===== src/rtl/piso_tx_pkg.sv =====
// piso_tx_pkg: shared state encoding and bit-counter width helper for the serial link.
package piso_tx_pkg;

    typedef enum logic {IDLE = 1'b0, SHIFT = 1'b1} state_t;

    function automatic int cnt_w(input int n);
        return $clog2(n);
    endfunction

endpackage


===== src/rtl/piso_tx_shreg.sv =====
// piso_tx_shreg: N-bit shift register with bit counter; load wins over shift.
module piso_tx_shreg
    import piso_tx_pkg::*;
#(
    parameter int N         = 4,
    parameter bit MSB_FIRST = 1'b1
) (
    input  logic                  clk,
    input  logic                  rst,
    input  logic                  load_en,
    input  logic                  shift_en,
    input  logic [N-1:0]          din,
    output logic                  dout_bit,
    output logic [cnt_w(N)-1:0]   cnt
);

    logic [N-1:0] sh;

    always_ff @(posedge clk or posedge rst) begin
        if (rst) begin
            sh  <= '0;
            cnt <= '0;
        end else if (load_en) begin
            sh  <= din;
            cnt <= '0;
        end else if (shift_en) begin
            sh  <= MSB_FIRST ? {sh[N-2:0], 1'b0} : {1'b0, sh[N-1:1]};
            cnt <= cnt + 1'b1;
        end
    end

    assign dout_bit = MSB_FIRST ? sh[N-1] : sh[0];

endmodule


===== src/rtl/piso_tx.sv =====
// piso_tx: parallel-in/serial-out transmitter with a one-word holding buffer for gapless streaming.
module piso_tx
    import piso_tx_pkg::*;
#(
    parameter int N         = 4,
    parameter bit MSB_FIRST = 1'b1
) (
    input  logic         clk,
    input  logic         rst,
    input  logic         load,
    input  logic [N-1:0] parallel_in,
    input  logic         en_i,
    output logic         ready,
    output logic         serial_out,
    output logic         serial_valid,
    output logic         first,
    output logic         last
);

    localparam int             CW       = cnt_w(N);
    localparam logic [CW-1:0]  LAST_CNT = CW'(N - 1);

    state_t        state;
    logic [N-1:0]  hold;
    logic          hold_full;
    logic [CW-1:0] cnt;
    logic          dout_bit, acc, at_end, load_en, shift_en, hold_wr;

    // At a word boundary the buffered word has priority over a fresh load.
    always_comb begin
        acc      = load && ready;
        at_end   = state == SHIFT && en_i && cnt == LAST_CNT;
        load_en  = (state == IDLE && acc) || (at_end && (hold_full || acc));
        shift_en = state == SHIFT && en_i && cnt != LAST_CNT;
        hold_wr  = state == SHIFT && acc && !at_end;
    end

    always_ff @(posedge clk or posedge rst) begin
        if (rst) begin
            state     <= IDLE;
            hold      <= '0;
            hold_full <= 1'b0;
        end else begin
            if (hold_wr) begin
                hold      <= parallel_in;
                hold_full <= 1'b1;
            end else if (at_end && hold_full) begin
                hold_full <= 1'b0;
            end
            state <= (state == IDLE && acc) ? SHIFT : (at_end && !load_en) ? IDLE : state;
        end
    end

    piso_tx_shreg #(.N(N), .MSB_FIRST(MSB_FIRST)) u_shreg (
        .clk      (clk),
        .rst      (rst),
        .load_en  (load_en),
        .shift_en (shift_en),
        .din      (hold_full ? hold : parallel_in),
        .dout_bit (dout_bit),
        .cnt      (cnt)
    );

    assign ready        = !hold_full;
    assign serial_valid = state == SHIFT;
    assign serial_out   = serial_valid && dout_bit;
    assign first        = serial_valid && cnt == '0;
    assign last         = serial_valid && cnt == LAST_CNT;

endmodule


===== config.mk =====
export PLATFORM = sky130hd
export DESIGN_NAME = piso_tx
export DESIGN_NICKNAME = d
export VERILOG_FILES = /design/src/rtl/piso_tx_pkg.sv /design/src/rtl/piso_tx_shreg.sv /design/src/rtl/piso_tx.sv
export SDC_FILE = /design/constraint.sdc
export NUM_CORES = 1
export LEC_CHECK = 0
export ABC_CLOCK_PERIOD_IN_PS = 1550
export CAP_MARGIN = 20
export CORE_AREA = 2 2 40 42
export DETAILED_ROUTE_END_ITERATION = 8
export DIE_AREA = 0 0 42 44
export PLACE_DENSITY = 0.72
export SLEW_MARGIN = 20
export SYNTH_ARGS = -nofsm -noshare
export SYNTH_HDL_FRONTEND = slang
export SYNTH_HIERARCHICAL = 1
export SYNTH_SLANG_ARGS = --single-unit

===== constraint.sdc =====
create_clock -name clk -period 1.55 [get_ports clk]
set_input_delay 0.31 -clock clk [delete_from_list [all_inputs] [get_ports clk]]
set_output_delay 0.31 -clock clk [all_outputs]
set_load 0.03 [all_outputs]

==> reports/summary.txt <==
Outcome = finished, final reports clean
Crit path to = last
Area growth syn-to-layout = 32.8%
Fmax = 0.672 GHz
Flop pwr share = 32.5%
Pre-antenna DRT Iters = 3
Worst EP required = 1240 ps
Vias in the first global route = 519
Routed Antenna Nets = 0
R2R depth = 4
Starting Density = 44.9%
Drt wl/cell = 12.3 um
Placed Area = 796 um2
Antenna cell count = 0
#FFs+latches synth = 12
GR Util All Layers = 16.4%
Die width = 42 um
Share of cells above drive strength 1 = 37.5%
Clk slew on worst S/H paths = 70 ps
Grt ovf = 0
Fin crit share = 96.1%
CTS root buffer = clkbuf_4
CTS tree = yes
Min cycle time layout = 1490 ps
Post-synthesis cell type count = 24
Syn_nets = 67
Worst vdd ir = 0.848 mV
Drc violations = 0
First-pass GRT wire length = 2170 um
Post-layout util = 59.6%
Post-Synthesis Cells = 59
Internal power = 1.04 mW
Clock Latency Late Sink = 270 ps
Crit. End Element = output port
Initial antenna violation count = 0
Die ar. = 0.00185 mm2
Endpoints failing setup = 0
Pwr dens = 1960 mW/mm2
Final wirelength = 1180 um
NumNets Final = 89
CP startpoint = u_shreg/cnt[0]
Die height = 44 um
Sequential area share after synthesis = 47.2%
Area of the multi-input gates = 305 um2
Setup CP Type = reg -> out
R2R Setup Slk = 110 ps
Worst Skew = 1.87 ps
Largest net degree at the start of global routing = 10
Worst Max-Slew Pin Slew = 344 ps
Post-synthesis cell area = 637 um2
Detail Placement HPWL = 903 um
CTS Buf Count = 3
Syn Area/Cell = 10.8 um2
Logic pwr share = 52.7%
Crit path DAT = 1180 ps
Storage cell area = 300 um2
Clock Sinks = 12
Reg2reg start = u_shreg/cnt[0]
Max Root-Sink Buffers = 2
Clock network power share = 14.8%
Row count = 14
CTS Hold Bufs = 0
PortBufs = 12
FILL cells = 122
Slew margin rel. = 77.1%
Leakage power = 0.389 nW
H-tree depth = 1
Crit path max fanout = 7
Vias = 498
FF-to-FF End = hold[1]
Core area = 0.00142 mm2
Max_cap viols = 0
IO Count = 13
Design Area, Final = 846 um2
Net Sw Frac = 37.1%
Fin. max-slew vios = 0
Worst Hold Class = in -> async
Setup crit start kind = flop
YS warnings = 6
GP Congestion = 0.813
Hold Vio Cnt, Final = 0
Vias/cell = 5.19
DRT iter0 DRCs = 3
Psw = 0.616 mW
-- cells in the mapped netlist --
library cell   n  area (um2)
o21ai_1        4        20.0
mux2i_1        3        30.0
nor3b_1        1        7.51
inv_1          4        15.0
nand3_1        1        5.00
a22oi_1        1        7.51
dfrtp_1       12         300
a21oi_2        1        8.76
nand3b_1       1        7.51
and2_1         1        6.26
nor3_4         1        16.3
nand2_1        5        18.8
nand2_2        1        6.26
a21oi_1        3        15.0
o21ai_0        2        10.0
and3_4         1        11.3
and3_2         1        7.51
a21bo_1        1        10.0
xnor2_1        1        8.76
buf_2          2        10.0
mux2_2         8        90.1
nor2_1         2        7.51
nand2b_1       1        6.26
buf_6          1        11.3
-- how the worst min path moves through the flow --
| stage | endpoint | slack (ps) | cells past startpoint |
|---|---|---|---|
| finish | u_shreg/sh[3] | 280 | 2 |
| global route | u_shreg/sh[2] | 310 | 2 |
| CTS | u_shreg/sh[3] | 280 | 2 |
| detailed placement | hold[0] | 500 | 1 |
| global placement | hold[3] | 480 | 1 |
| floorplan | hold[0] | 100 | 1 |
-- worst max-delay path: stages, from the launching register on --
cell and delay, ps:
dfrtp_1 380, buf_4 160, and3_2 210, buf_4 160
-- per-stage QoR --
step	TNS, ps	setup slack, ps	hold WS [ps]	power (mW)	std cells
after floorplan	0	115	101	1.14	59
after global placement	-993	-141	483	1.38	90
after detailed placement	-1060	-142	495	1.40	90
after CTS	0	48.7	278	1.65	94
after global routing	-3.38	-3.38	312	1.79	96
final	0	60.9	278	1.66	96
-- routing by layer --
metal  GRT usage (%)  share of wire (%)  vias to the layer above
met5               0                  0                        -
li1                -                  -                      246
met3            8.33                7.3                        2
met4            5.81                1.8                        0
met1            16.1                 40                      235
met2            29.7                 51                       15
-- cell families after synthesis --
group                  count (synthesis)  synth area share [%]
AO/OA/AOI/OAI                         12                  11.2
XOR/XNOR                               1                  1.38
buffers and inverters                  7                  5.70
flip-flops                            12                  47.2
multiplexers                          11                  18.9
AND/OR/NAND/NOR                       16                  15.7
-- final cells by class --
class | count | share of cell area (%)
Clock buffer | 4 | 4.29
Multi-Input combinational cell | 40 | 36.1
Inverter | 4 | 1.78
Timing Repair Buffer | 20 | 20.0
Tap cell | 16 | 2.37
Sequential cell | 12 | 35.5
-- flip-flops by register name, summed over array words and instances, names as in the netlist --
| name | flops |
|---|---|
| hold | 4 |
| hold_full | 1 |
| serial_valid | 1 |
| u_shreg/cnt | 2 |
| u_shreg/sh | 4 |
-- cell usage in the layout (no fill, tap or decap), drive strengths merged --
cell type / count
dfrtp: 12
buf: 12
mux2: 8
clkdlybuf4s50: 7
nand2: 6
o21ai: 6
inv: 4
a21oi: 4
clkbuf: 4
mux2i: 3
nor2: 2
and3: 2
nor3: 1
a22oi: 1
and2: 1
nor3b: 1
nand3: 1
dlygate4sd2: 1
xnor2: 1
a21bo: 1
nand3b: 1
nand2b: 1
-- power by group through the flow --
| stage | sequential [mW] | combinational [mW] | clock (mW) |
|---|---|---|---|
| floorplan | 0.568 | 0.569 | 0 |
| global route | 0.562 | 0.948 | 0.277 |
| finish | 0.538 | 0.874 | 0.245 |
| global placement | 0.543 | 0.841 | 0 |
| CTS | 0.542 | 0.847 | 0.258 |
| detailed placement | 0.550 | 0.850 | 0 |
-- repair_timing --
item                       4_1_cts  5_1_grt
setup endpoints to repair        1        1
buffers inserted                 0        2
gates resized for setup          1        0
pin swaps                        0        1
Power figures use the tool's default switching activity.
